$ cat config.mk
export PLATFORM = sky130hd
export DESIGN_NAME = msg_byte_fifo
export DESIGN_NICKNAME = d
export VERILOG_FILES = /design/src/rtl/msg_fifo_pkg.sv /design/src/rtl/msg_fifo_ram.sv /design/src/rtl/msg_byte_fifo.sv
export SDC_FILE = /design/constraint.sdc
export NUM_CORES = 1
export LEC_CHECK = 0
export CELL_PAD_IN_SITES_DETAIL_PLACEMENT = 1
export CELL_PAD_IN_SITES_GLOBAL_PLACEMENT = 2
export CORE_MARGIN = 2
export CORE_UTILIZATION = 45
export CTS_CLUSTER_SIZE = 8
export DETAILED_ROUTE_END_ITERATION = 6
export GPL_ROUTABILITY_DRIVEN = 0
export PLACE_DENSITY = 0.81
export SLEW_MARGIN = 20
export SYNTH_ARGS = -nofsm -noshare
export SYNTH_HDL_FRONTEND = slang
export SYNTH_HIERARCHICAL = 1
export SYNTH_SLANG_ARGS = --single-unit
$ cat constraint.sdc
create_clock -name clk -period 10.6 [get_ports clk]
set_input_delay 3.18 -clock clk [delete_from_list [all_inputs] [get_ports clk]]
set_output_delay 3.18 -clock clk [all_outputs]
set_load 0.02 [all_outputs]
$ cat src/rtl/msg_fifo_pkg.sv
// Shared constants for the message-aware byte FIFO: FSM encoding, counter
// width and storage entry width ({byte, last}).
package msg_fifo_pkg;

   typedef enum logic [2:0] {
      S_IDLE = 3'b001,
      S_RECV = 3'b010,
      S_DROP = 3'b100
   } state_t;

   localparam int CNT_W   = 16;
   localparam int ENTRY_W = 9;

endpackage

$ cat src/rtl/msg_fifo_ram.sv
// Byte-plus-last-flag storage: synchronous write, asynchronous read so the
// FIFO head can fall through combinationally.
module msg_fifo_ram #(
   parameter int AW = 6,
   parameter int W  = 9
) (
   input  logic          clk,
   input  logic          we,
   input  logic [AW-1:0] waddr,
   input  logic [W-1:0]  wdata,
   input  logic [AW-1:0] raddr,
   output logic [W-1:0]  rdata
);

   logic [W-1:0] mem [0:(1<<AW)-1];

   always_ff @(posedge clk) begin
      if (we) mem[waddr] <= wdata;
   end

   assign rdata = mem[raddr];

endmodule

$ cat src/rtl/msg_byte_fifo.sv
// Message-aware elastic byte buffer: only whole messages become visible.
// Build option MSG_BYTE_FIFO_STATS_EN enables the drop/commit counters.
module msg_byte_fifo
   import msg_fifo_pkg::*;
#(
   parameter int AW = 6,
   parameter int DW = 8
) (
   input  logic             clk,
   input  logic             aresetn,
   input  logic             in_begin_i,
   input  logic [DW-1:0]    in_byte_i,
   input  logic             in_byte_valid_i,
   input  logic             in_end_i,
   output logic [DW-1:0]    out_byte_o,
   output logic             out_last_o,
   output logic             out_valid_o,
   input  logic             out_ready_i,
   output logic [AW:0]      level_o,
   output logic             drop_pulse_o,
   output logic [CNT_W-1:0] drop_cnt_o,
   output logic [CNT_W-1:0] msg_cnt_o
);

   localparam logic [AW:0] DEPTH_V = {1'b1, {AW{1'b0}}};

   state_t               state, state_nx;
   logic [AW:0]          rp, wp, wp_tmp;
   logic [AW:0]          wp_nx, wp_tmp_nx;
   logic [DW-1:0]        sb, sb_nx;
   logic                 sb_full, sb_full_nx;
   logic                 pend, pend_nx;
   logic [AW-1:0]        pend_addr, pend_addr_nx;
   logic [ENTRY_W-1:0]   pend_data, pend_data_nx;
   logic                 we;
   logic [AW-1:0]        waddr;
   logic [ENTRY_W-1:0]   wdata, rdata;
   logic                 drop;
   logic                 ovf, have;
   logic [AW:0]          ptr;
   logic [DW-1:0]        cur;

   function automatic logic is_full(input logic [AW:0] p, input logic [AW:0] r);
      return (p - r) == DEPTH_V;
   endfunction

   always_comb begin
      state_nx     = state;
      wp_nx        = wp;
      wp_tmp_nx    = wp_tmp;
      sb_nx        = sb;
      sb_full_nx   = sb_full;
      pend_nx      = 1'b0;
      pend_addr_nx = pend_addr;
      pend_data_nx = pend_data;
      we           = 1'b0;
      waddr        = wp_tmp[AW-1:0];
      wdata        = {sb, 1'b0};
      drop         = 1'b0;
      ovf          = 1'b0;
      have         = sb_full;
      ptr          = wp_tmp;
      cur          = sb;
      // The second half of a byte+end commit lands one cycle late; the
      // FSM is always in IDLE then, so the write port is free.
      if (pend) begin
         we    = 1'b1;
         waddr = pend_addr;
         wdata = pend_data;
      end
      unique case (state)
         S_IDLE: begin
            if (in_begin_i) begin
               state_nx   = S_RECV;
               wp_tmp_nx  = wp;
               sb_full_nx = 1'b0;
            end
         end
         S_RECV: begin
            if (in_begin_i) begin
               wp_tmp_nx  = wp;
               sb_full_nx = 1'b0;
               drop       = 1'b1;
            end else begin
               if (in_byte_valid_i) begin
                  if (sb_full) begin
                     if (is_full(wp_tmp, rp)) begin
                        ovf = 1'b1;
                     end else begin
                        we    = 1'b1;
                        waddr = wp_tmp[AW-1:0];
                        wdata = {sb, 1'b0};
                        ptr   = wp_tmp + 1'b1;
                     end
                  end
                  have = 1'b1;
                  cur  = in_byte_i;
               end
               if (ovf) begin
                  drop       = 1'b1;
                  wp_tmp_nx  = wp;
                  sb_full_nx = 1'b0;
                  state_nx   = in_end_i ? S_IDLE : S_DROP;
               end else if (in_end_i) begin
                  state_nx   = S_IDLE;
                  sb_full_nx = 1'b0;
                  if (have) begin
                     if (is_full(ptr, rp)) begin
                        drop = 1'b1;
                     end else begin
                        wp_nx     = ptr + 1'b1;
                        wp_tmp_nx = ptr + 1'b1;
                        if (we) begin
                           pend_nx      = 1'b1;
                           pend_addr_nx = ptr[AW-1:0];
                           pend_data_nx = {cur, 1'b1};
                        end else begin
                           we    = 1'b1;
                           waddr = ptr[AW-1:0];
                           wdata = {cur, 1'b1};
                        end
                     end
                  end
               end else begin
                  wp_tmp_nx  = ptr;
                  sb_nx      = cur;
                  sb_full_nx = have;
               end
            end
         end
         S_DROP: begin
            if (in_begin_i) begin
               state_nx   = S_RECV;
               wp_tmp_nx  = wp;
               sb_full_nx = 1'b0;
            end else if (in_end_i) begin
               state_nx = S_IDLE;
            end
         end
         default: state_nx = S_IDLE;
      endcase
   end

   always_ff @(posedge clk) begin
      if (!aresetn) begin
         state        <= S_IDLE;
         rp           <= '0;
         wp           <= '0;
         wp_tmp       <= '0;
         sb           <= '0;
         sb_full      <= 1'b0;
         pend         <= 1'b0;
         pend_addr    <= '0;
         pend_data    <= '0;
         drop_pulse_o <= 1'b0;
      end else begin
         state        <= state_nx;
         wp           <= wp_nx;
         wp_tmp       <= wp_tmp_nx;
         sb           <= sb_nx;
         sb_full      <= sb_full_nx;
         pend         <= pend_nx;
         pend_addr    <= pend_addr_nx;
         pend_data    <= pend_data_nx;
         drop_pulse_o <= drop;
         if (out_valid_o && out_ready_i) rp <= rp + 1'b1;
      end
   end

   msg_fifo_ram #(.AW(AW), .W(ENTRY_W)) u_ram (
      .clk   (clk),
      .we    (we & aresetn),
      .waddr (waddr),
      .wdata (wdata),
      .raddr (rp[AW-1:0]),
      .rdata (rdata)
   );

   assign out_valid_o = (rp != wp);
   assign out_byte_o  = rdata[ENTRY_W-1:1];
   assign out_last_o  = out_valid_o & rdata[0];
   assign level_o     = wp - rp;

`ifdef MSG_BYTE_FIFO_STATS_EN
   logic [CNT_W-1:0] drop_cnt, msg_cnt;

   // A commit is the only thing that moves wp.
   always_ff @(posedge clk) begin
      if (!aresetn) begin
         drop_cnt <= '0;
         msg_cnt  <= '0;
      end else begin
         if (drop && drop_cnt != '1) drop_cnt <= drop_cnt + 1'b1;
         if (wp_nx != wp && msg_cnt != '1) msg_cnt <= msg_cnt + 1'b1;
      end
   end

   assign drop_cnt_o = drop_cnt;
   assign msg_cnt_o  = msg_cnt;
`else
   assign drop_cnt_o = '0;
   assign msg_cnt_o  = '0;
`endif

endmodule
==> metrics.yaml, run 1 <==
fin_nets: 1678
core_um2: 57900
power.share.clock_pct: 46.8
setup_viol: 0
io_buffers: 31
vias: 14863
dr.first_iter.drc_count: 1334
hold-path-endpoint: "pend_addr[1]"
synth_most_common_cell: "edfxtp_1"
clk_pin_slew_ns: 0.05
postCtsSetupBuffers: 0
synth_common_cells: "edfxtp_1 (576), mux4_2 (133), nor2_1 (105)"
dieHeight_um: 246
vdd_ir_drop_max_v: 0.000131
synth_top_area_cell: "edfxtp_1"
cts_resized: 0
wl_um: 68500
path_max_fanout: 20
netlist.area_leader.share_pct: 65.4
worst_hold_path_type: "reg -> reg"
final_max_slew_viol_count: 0
gr-total-overflow: 0
cts_made_buffers: 88
hold_viol: 0
p_int_w: 0.00424
area_growth_pct: 13.5
maxSlewHeadroom_pct: 25.9
rr_startpoint: "rp[1]"
period_needed_ns: 8.38
min-delay-start: "pend_addr[1]"
rows: 88
ys_warn_count: 6
reg2reg_depth: 16
floorplan.initialDensity_pct: 45.7
ctsHoldBuffers: 0
p_seq_share_pct: 50.1
swShare_pct: 20.6
worstSetupPathType: "in -> reg"
grt_max_degree: 71
pwr-share-comb_pct: 3.1
synthTopCellsByArea: "edfxtp_1 (65%), mux4_2 (11%), dfxtp_1 (3.8%)"
wl_per_cell_um: 28.2
grt_pass1_wl_um: 103000
io_pins: 64
async_flop_share_pct: 0
routed_via_density: 6.12
required_ns: 11.04
fin_util_pct: 51.8
antenna_found_initial: 0
synth_edf_count: 576
clk_latency_ns: 0.64
hold-path-cell-count: 2
r2r_end: "u_ram/mem[27][2]"
worst_pin_slew_ns: 1.11
min_period_over_period_pct: 79.1
max_freq_mhz: 119
clk_path_buf_depth: 3
ys_ff_latch: 626
synth_area_per_cell_um2: 17.0
p_per_area_nw_per_um2: 178
clock-sinks: 626
status: "complete, no violations"
dpl_worst_slack_ns: 1.62
synth_flop_cell: "edfxtp_1"
p_sw_w: 0.00110
drive_gt1_share_pct: 20.0
timing.max_cap.violations: 0
syn-instance-count: 1557
grt_usage_pct: 23.2
die_x_um: 246
crit_path_end_kind: "flop"
dp_hpwl_um: 43300
antenna_left: 0
cts_tree: "built"
finClkSkew_ns: 0.0245
cts_root_buffer: "clkbuf_16"
yosysSeqAreaShare_pct: 69.2
tns_ns: 0
drc_errors: 0
synth_area_um2: 26500
fin_ws_ns: 2.22
grt_pass1_vias: 15789
r2r_slack_ns: 3.63
arrival_ns: 8.82
rsz0062_at_grt: "no"
synth.distinct_cells: 79
critPathLaunchType: "primary input"
drtPass1Iterations: 6
cts.htree.levels: 3
die_area_um2: 60700
leakagePower_nw: 9.86
worst max path at each step:
stage | cells past startpoint | from | endpoint | slack [ns]
after floorplan | 17 | in_byte_valid_i | u_ram/mem[0][5] | 1.19
after global routing | 20 | in_byte_valid_i | u_ram/mem[38][0] | 1.82
after detailed placement | 20 | in_byte_valid_i | u_ram/mem[38][6] | 1.62
after CTS | 20 | in_byte_valid_i | u_ram/mem[38][0] | 2.26
after global placement | 16 | in_byte_valid_i | u_ram/mem[36][2] | 1.54
final | 14 | in_byte_valid_i | u_ram/mem[27][2] | 2.22
layout make-up:
cell class              instances  area, um2
clock inverters                 6       85.1
diodes                          1       2.50
flip-flops and latches        626      18300
well taps                     765        957
repair buffers                 85        741
inverters                      29        109
fillers                      5392      27900
clock buffers                 103       2310
multi-input cells             812       7510
metal layers:
layer / vias up / track usage (%) / part of all wire (%)
met5: - / 0 / 0
met4: 0 / 7.99 / 2.5
met3: 103 / 4.50 / 7.1
met2: 534 / 36.5 / 48
met1: 7884 / 32.5 / 42
li1: 6342 / - / -
registers in the layout (all words and copies together) (netlist names):
name / count
u_ram/mem: 576
wp_tmp: 7
pend: 1
pend_addr: 6
state: 3
sb_full: 1
wp: 7
pend_data: 9
drop_pulse_o: 1
rp: 7
sb: 8
logic make-up (layout without fill, tap and decap cells):
| group | after synthesis | after routing | share of synthesized area, % |
|---|---|---|---|
| and+or+nand+nor | 322 | 322 | 6.21 |
| buffers and inverters | 150 | 223 | 3.15 |
| DFF | 626 | 626 | 69.2 |
| xor gates and xnor gates | 32 | 32 | 1.06 |
| muxes | 180 | 180 | 13.4 |
| other | 1 | 33 | 0.0142 |
| adders and majority gates | 22 | 22 | 1.07 |
| AOI/OAI and AO/OA | 224 | 224 | 5.89 |
placed cells by master (no fill, tap or decap), types with 8 or more instances in the layout:
master / n
edfxtp_1: 576
mux4_2: 133
nor2_1: 105
clkbuf_16: 90
buf_4: 52
nand2_1: 48
dfxtp_1: 45
mux2i_1: 37
nand3_1: 34
a31oi_1: 32
conb_1: 32
o21ai_0: 31
clkdlybuf4s50_1: 31
inv_1: 29
o22ai_1: 28
a21oi_1: 24
ha_1: 21
a211oi_1: 20
xnor2_1: 18
nor2b_1: 18
nor3_1: 18
nand3b_1: 14
xor2_1: 14
a22oi_1: 12
clkbuf_1: 12
nand2b_1: 11
nand4_1: 11
nor4_1: 10
o21ai_1: 10
or2_2: 9
o211ai_1: 8
o221ai_1: 8
through the flow:
step | std cells | total power (W) | instance area [um2] | hold slack (ns)
after detailed placement | 2317 | 0.00289 | 27600 | 0.450
final | 2427 | 0.00534 | 30000 | 0.475
after CTS | 2426 | 0.00539 | 30000 | 0.475
after floorplan | 1588 | 0.00285 | 26600 | 0.432
after global routing | 2426 | 0.00549 | 30000 | 0.492
after global placement | 2317 | 0.00288 | 27600 | 0.445
critical path, stage by stage:
cell,delay (ns)
clkdlybuf4s50_1,0.45
buf_4,0.24
and2_1,0.29
o41a_1,0.58
a21boi_0,0.25
nor2_1,0.46
inv_1,0.09
ha_1,0.33
or4_1,0.53
a31o_2,0.23
o21ba_1,0.69
nor4_1,0.19
nor3_4,0.87
buf_4,0.40
power groups by stage:
stage               Sequential [W]  Clock [W]  Combinational, W
floorplan                  0.00272          0          0.000130
global placement           0.00272          0          0.000160
detailed placement         0.00272          0          0.000164
CTS                        0.00268    0.00255          0.000165
global route               0.00267    0.00263          0.000179
finish                     0.00268    0.00250          0.000166
Power figures use the tool's default switching activity.
==> run 2: changes to the inputs <==
Settings changed: CORE_UTILIZATION 45 to 43.
Clock period 10.6 ns to 7 ns, I/O delays scaled along.
==> run 2 against run 1 <==
Against the previous run:
- register-to-register slack worse by 3.0 ns
- hold slack got worse by 0.011 ns
- clock power is 52% higher
- sequential share of layout area shrank 0.97 points
- routed wire length rose by 2.9%
- largest cell class unchanged
- largest power group unchanged
==> metrics.yaml, run 2 (synthesized netlist as in run 1, its figures left out) <==
status: "complete, no violations"  # unchanged
dr.first_iter.drc_count: 1372  # was 1334
drive_gt1_share_pct: 21.8  # was 20.0%
cts.htree.levels: 3  # unchanged
area_growth_pct: 15.3  # was 13.5%
tns_ns: 0  # unchanged
wl_um: 70500  # was 68500 um
antenna_left: 0  # unchanged
placed_cell_area_um2: 28100  # was 27600 um2
antenna_found_initial: 0  # unchanged
drtPass1Iterations: 5  # was 6
p_sw_w: 0.00172  # was 0.00110 W
io_pins: 64  # unchanged
pwr-share-comb_pct: 3.3  # was 3.1%
p_int_w: 0.00640  # was 0.00424 W
clk_latency_ns: 0.63  # was 0.64 ns
cts_resized: 0  # unchanged
grt_pass1_vias: 16020  # was 15789
required_ns: 7.22  # was 11.04 ns
swShare_pct: 21.2  # was 20.6%
path_max_fanout: 12  # was 20
critPathLaunchType: "primary input"  # unchanged
gr-total-overflow: 0  # unchanged
grt_usage_pct: 22.8  # was 23.2%
maxSlewHeadroom_pct: 29.5  # was 25.9%
floorplan.initialDensity_pct: 43.7  # was 45.7%
cts_root_buffer: "clkbuf_16"  # unchanged
p_per_area_nw_per_um2: 266  # was 178 nW/um2
arrival_ns: 6.68  # was 8.82 ns
max_freq_mhz: 155
fill_cells: 5642  # was 5392
rsz0062_at_grt: "no"  # unchanged
dieHeight_um: 252  # was 246 um
vdd_ir_drop_max_v: 0.000161  # was 0.000131 V
p_seq_share_pct: 49.9  # was 50.1%
leakagePower_nw: 10.1  # was 9.86 nW
top_regs: "u_ram/mem: 576 flops, pend_data: 9 flops, sb: 8 flops"  # unchanged
area.sequential_um2: 18300  # unchanged
cts_made_buffers: 88  # unchanged
min_period_over_period_pct: 92.3
ctsHoldBuffers: 0  # unchanged
n_antenna_cell: 0  # was 1
power.share.clock_pct: 46.8  # about the same
hold_viol: 0  # unchanged
io_buffers: 31  # unchanged
core_um2: 60600  # was 57900 um2
worst_pin_slew_ns: 1.03  # was 1.11 ns
worst_hold_path_type: "reg -> reg"  # unchanged
dp_hpwl_um: 44000  # was 43300 um
finClkSkew_ns: 0.0365  # was 0.0245 ns
clock-sinks: 626  # unchanged
largest_register_ffs: 576  # unchanged
crit_path_end_kind: "flop"  # unchanged
max_flop_register: "u_ram/mem"  # unchanged
grt_pass1_wl_um: 107000  # was 103000 um
final_cell_mix: "edfxtp_1 (576), mux4_2 (133), nor2_1 (105)"  # unchanged
rows: 90  # was 88
drc_errors: 0  # unchanged
grt_max_degree: 88  # was 71
multi_input_area_um2: 7540  # was 7510 um2
layout_commonest_cell: "edfxtp_1"  # unchanged
wl_per_cell_um: 28.3  # was 28.2 um
fin_area_um2: 30500  # was 30000 um2
routed_via_density: 6.00  # was 6.12
clk_pin_slew_ns: 0.05  # about the same
setup_viol: 0  # unchanged
total_power_w: 0.00812  # was 0.00534 W
clk_path_buf_depth: 3  # unchanged
fin_ws_ns: 0.540  # was 2.22 ns
fin_nets: 1719  # was 1678
period_needed_ns: 6.46
die_area_um2: 63500  # was 60700 um2
vias: 14945  # was 14863
die_x_um: 252  # was 246 um
final_max_slew_viol_count: 0  # unchanged
cts_tree: "built"  # unchanged
worstSetupPathType: "in -> reg"  # unchanged
dpl_worst_slack_ns: -0.0638  # was 1.62 ns
postCtsSetupBuffers: 0  # unchanged
timing.max_cap.violations: 0  # unchanged
-- run 2: changes by cell type in the layout (fill, tap and decap cells not counted), sizes merged --
cell / before / now
diode: 1 / 0
inv: 31 / 34
clkinv: 4 / 3
clkbuf: 103 / 106
buf: 54 / 95
-- run 2: power by group through the flow --
stage | Combinational [W] | Sequential (W) | Clock [W]
5_1_grt | 0.000287 | 0.00405 | 0.00401
3_3_place_gp | 0.000257 | 0.00412 | 0
4_1_cts | 0.000264 | 0.00405 | 0.00387
3_5_place_dp | 0.000261 | 0.00412 | 0
2_1_floorplan | 0.000197 | 0.00412 | 0
6_report | 0.000266 | 0.00405 | 0.00380
-- run 2: final timing paths --
| path | from | to | slack [ns] | depth (start not counted) |
|---|---|---|---|---|
| worst min register to register | pend_data[0] | pend_data[0] | 0.46 | 1 |
| worst max register to register | rp[1] | u_ram/mem[25][1] | 0.59 | 19 |
| worst min-delay path | pend_data[0] | pend_data[0] | 0.46 | 1 |
| worst max-delay path | in_byte_valid_i | u_ram/mem[25][1] | 0.54 | 17 |
-- run 2: critical path, stage by stage --
cell,delay [ns]
clkdlybuf4s50_1,0.49
and2_1,0.16
o41a_1,0.28
buf_4,0.23
nand3_1,0.10
xor2_1,0.19
inv_1,0.07
ha_1,0.19
xor2_1,0.18
nor4_1,0.46
nor4b_4,0.11
o21bai_2,0.17
nand2_1,0.17
a31oi_1,0.25
buf_4,0.18
nand3_1,0.42
nor2_1,0.90
-- run 2: final cells by class --
cell class	instances	area share [%]
Sequential cell	626	60.0
Multi-Input combinational cell	812	24.7
Clock buffer	106	7.44
Timing Repair Buffer	126	3.85
Tap cell	782	3.21
Clock inverter	8	0.431
Inverter	29	0.357
-- run 2: per-layer routing --
layer	part of all wire (%)	vias up	track usage [%]	routed length (um)
li1	-	6432	-	-
met1	42	7841	31.0	29300
met2	49	557	36.9	34500
met3	6.6	115	4.39	4670
met4	2.8	0	7.74	1980
met5	0	-	0	0
-- run 2: per-stage QoR --
stage / cells / hold WS [ns] / utilization [%]
after global routing: 2489 / 0.500 / 50.4
after CTS: 2489 / 0.467 / 50.4
after detailed placement: 2375 / 0.454 / 46.4
final: 2489 / 0.464 / 50.4
after floorplan: 1588 / 0.432 / -
after global placement: 2375 / 0.442 / 46.4
==> run 3: changes to the inputs <==
Settings changed: CORE_UTILIZATION 43 to 45, DONT_BUFFER_PORTS from default to 1, PLACE_DENSITY 0.81 to 0.79, SLEW_MARGIN 20 to default.
Clock period 7 ns to 6.5 ns, I/O delays scaled along.
==> run 3 against run 2 <==
Against the previous run:
- non-clock buffer count fell by 52
- die area fell by 4.4%
- sequential share of layout area rose by 1.2 points
- sequential power rose by 7.7%
- largest cell class unchanged
- clock skew fell by 0.012 ns
- critical endpoint is now out_byte_o[5]
- routed wire length fell by 2.8%
- worst setup slack got worse by 0.15 ns
- first-iteration DRC count fell by 6.5%
- highest routed layer is now met5
- core utilization rose by 1.3 points
- cell count fell by 3.0%
- global-route usage rose by 0.39 points
==> metrics.yaml, run 3 (synthesized netlist as in run 1, its figures left out) <==
status: "complete, no violations"  # unchanged
p_per_area_nw_per_um2: 292  # was 266 nW/um2
ctsHoldBuffers: 0  # unchanged
leakagePower_nw: 9.85  # was 10.1 nW
fin_util_pct: 51.7  # was 50.4%
postCtsSetupBuffers: 0  # unchanged
arrival_ns: 4.16  # was 6.68 ns
grt.busiest_layer: "met2"  # unchanged
drc_errors: 0  # unchanged
period_needed_ns: 6.11
clk_path_buf_depth: 3  # unchanged
vias: 14623  # was 14945
maxSlewHeadroom_pct: 28.9  # was 29.5%
fin_area_um2: 29900  # was 30500 um2
clock-sinks: 626  # unchanged
setup_viol: 0  # unchanged
antenna_left: 0  # unchanged
critPathLaunchType: "flop"  # was primary input
met2_usage_pct: 37.0  # was 36.9%
dieHeight_um: 246  # was 252 um
rows: 88  # was 90
die_area_um2: 60700  # was 63500 um2
hold_viol: 0  # unchanged
wl_per_cell_um: 28.4  # was 28.3 um
grt_pass1_wl_um: 103000  # was 107000 um
path_cells: "buf_12, buf_4, mux4_2, nor2b_1, a2111oi_2, nor3_1, a22o_1"  # was clkdlybuf4s50_1, and2_1, o41a_1, buf_4, nand3_1, xor2_1, inv_1, ha_1, xor2_1, nor4_1, nor4b_4, o21bai_2, nand2_1, a31oi_1, buf_4, nand3_1, nor2_1
top_regs: "u_ram/mem: 576 flops, pend_data: 9 flops, sb: 8 flops"  # unchanged
dp_hpwl_um: 42700  # was 44000 um
grt_use_met3_pct: 4.23  # was 4.39%
grt_usage_pct: 23.1  # was 22.8%
final_cell_mix: "edfxtp_1 (576), mux4_2 (133), nor2_1 (105)"  # unchanged
io_buffers: 0  # was 31
layout_commonest_cell: "edfxtp_1"  # unchanged
cts_made_buffers: 88  # unchanged
worst_hold_path_type: "reg -> reg"  # unchanged
clk_latency_ns: 0.64  # was 0.63 ns
critPathMaxStageDelay_ns: 0.75  # was 0.90 ns
floorplan.initialDensity_pct: 45.7  # was 43.7%
wl_um: 68500  # was 70500 um
core_um2: 57900  # was 60600 um2
routed_via_density: 6.06  # was 6.00
globalRouteMet1Util_pct: 32.5  # was 31.0%
rsz0062_at_grt: "no"  # unchanged
crit_buf_inv: 2  # was 4
timing.max_cap.violations: 0  # unchanged
cts.htree.levels: 3  # unchanged
worst_pin_slew_ns: 1.06  # was 1.03 ns
clk_pin_slew_ns: 0.05  # about the same
crit_slowest_cell: "buf_4"  # was nor2_1
max_flop_register: "u_ram/mem"  # unchanged
area.sequential_um2: 18300  # unchanged
min_period_over_period_pct: 94.0
max_freq_mhz: 164
crit_path_end_kind: "output pin"  # was flop
drive_gt1_share_pct: 21.3  # was 21.8%
cts_resized: 0  # unchanged
io_pins: 64  # unchanged
largest_register_ffs: 576  # unchanged
worstSetupPathType: "reg -> out"  # was in -> reg
gr-total-overflow: 0  # unchanged
drtPass1Iterations: 4  # was 5
multi_input_area_um2: 7540  # unchanged
path_max_fanout: 88  # was 12
final_max_slew_viol_count: 0  # unchanged
cts_tree: "built"  # unchanged
dr.first_iter.drc_count: 1283  # was 1372
cts_root_buffer: "clkbuf_16"  # unchanged
grt_pass1_vias: 15607  # was 16020
n_antenna_cell: 0  # unchanged
crit_family: "buffers and inverters"  # was simple AND/OR/NAND/NOR gates
required_ns: 4.55  # was 7.22 ns
die_x_um: 246  # was 252 um
area_growth_pct: 13.1  # was 15.3%
r2r_slack_ns: 0.41  # was 0.59 ns
timing.hold.ws_ns: 0.478  # was 0.464 ns
grt_max_degree: 143  # was 88
fill_cells: 5376  # was 5642
finClkSkew_ns: 0.0241  # was 0.0365 ns
antenna_found_initial: 3  # was 0
fin_nets: 1667  # was 1719
fin_ws_ns: 0.388  # was 0.540 ns
dpl_worst_slack_ns: 0.114  # was -0.0638 ns
placed_cell_area_um2: 27500  # was 28100 um2
vdd_ir_drop_max_v: 0.000181  # was 0.000161 V
==> run 3: area by class of cell <==
class                           instances  area share [%]
Inverter                               29           0.364
Timing Repair Buffer                   74            2.02
Sequential cell                       626            61.2
Tap cell                              765            3.20
Clock buffer                          100            7.51
Multi-Input combinational cell        812            25.2
Clock inverter                          8           0.527
==> run 3: metal layers <==
| layer | vias up | share of wire [%] |
|---|---|---|
| met5 | - | 0.031 |
| met4 | 4 | 2.1 |
| met3 | 92 | 6.2 |
| met2 | 476 | 48 |
| met1 | 7739 | 43 |
| li1 | 6312 | - |
==> run 3: final timing paths <==
kind | startpoint | to | cells past startpoint
hold reg to reg | pend_addr[1] | pend_addr[1] | 2
setup / recovery | rp[0] | out_byte_o[5] | 7
hold / removal | pend_addr[1] | pend_addr[1] | 2
setup reg to reg | wp_tmp[3] | u_ram/mem[25][2] | 20
==> run 3: stage by stage <==
stage / power [W] / std cells / TNS (ns)
floorplan: 0.00465 / 1588 / -1.50
global placement: 0.00469 / 2306 / 0
detailed placement: 0.00469 / 2306 / 0
CTS: 0.00879 / 2414 / 0
global route: 0.00898 / 2414 / 0
finish: 0.00873 / 2414 / 0
==> run 3: power breakdown <==
group	switching, W	internal (W)
combinational	0.000169	0.0000910
clock	0.00165	0.00246
sequential	0.00000994	0.00435
total	0.00183	0.00690
==> run 3: worst min-delay path: cells and delay by family, from the launching register on <==
| family | cells | cell delay, ns |
|---|---|---|
| flops | 1 | 0.31 |
| mux | 1 | 0.06 |
| simple gates | 1 | 0.05 |
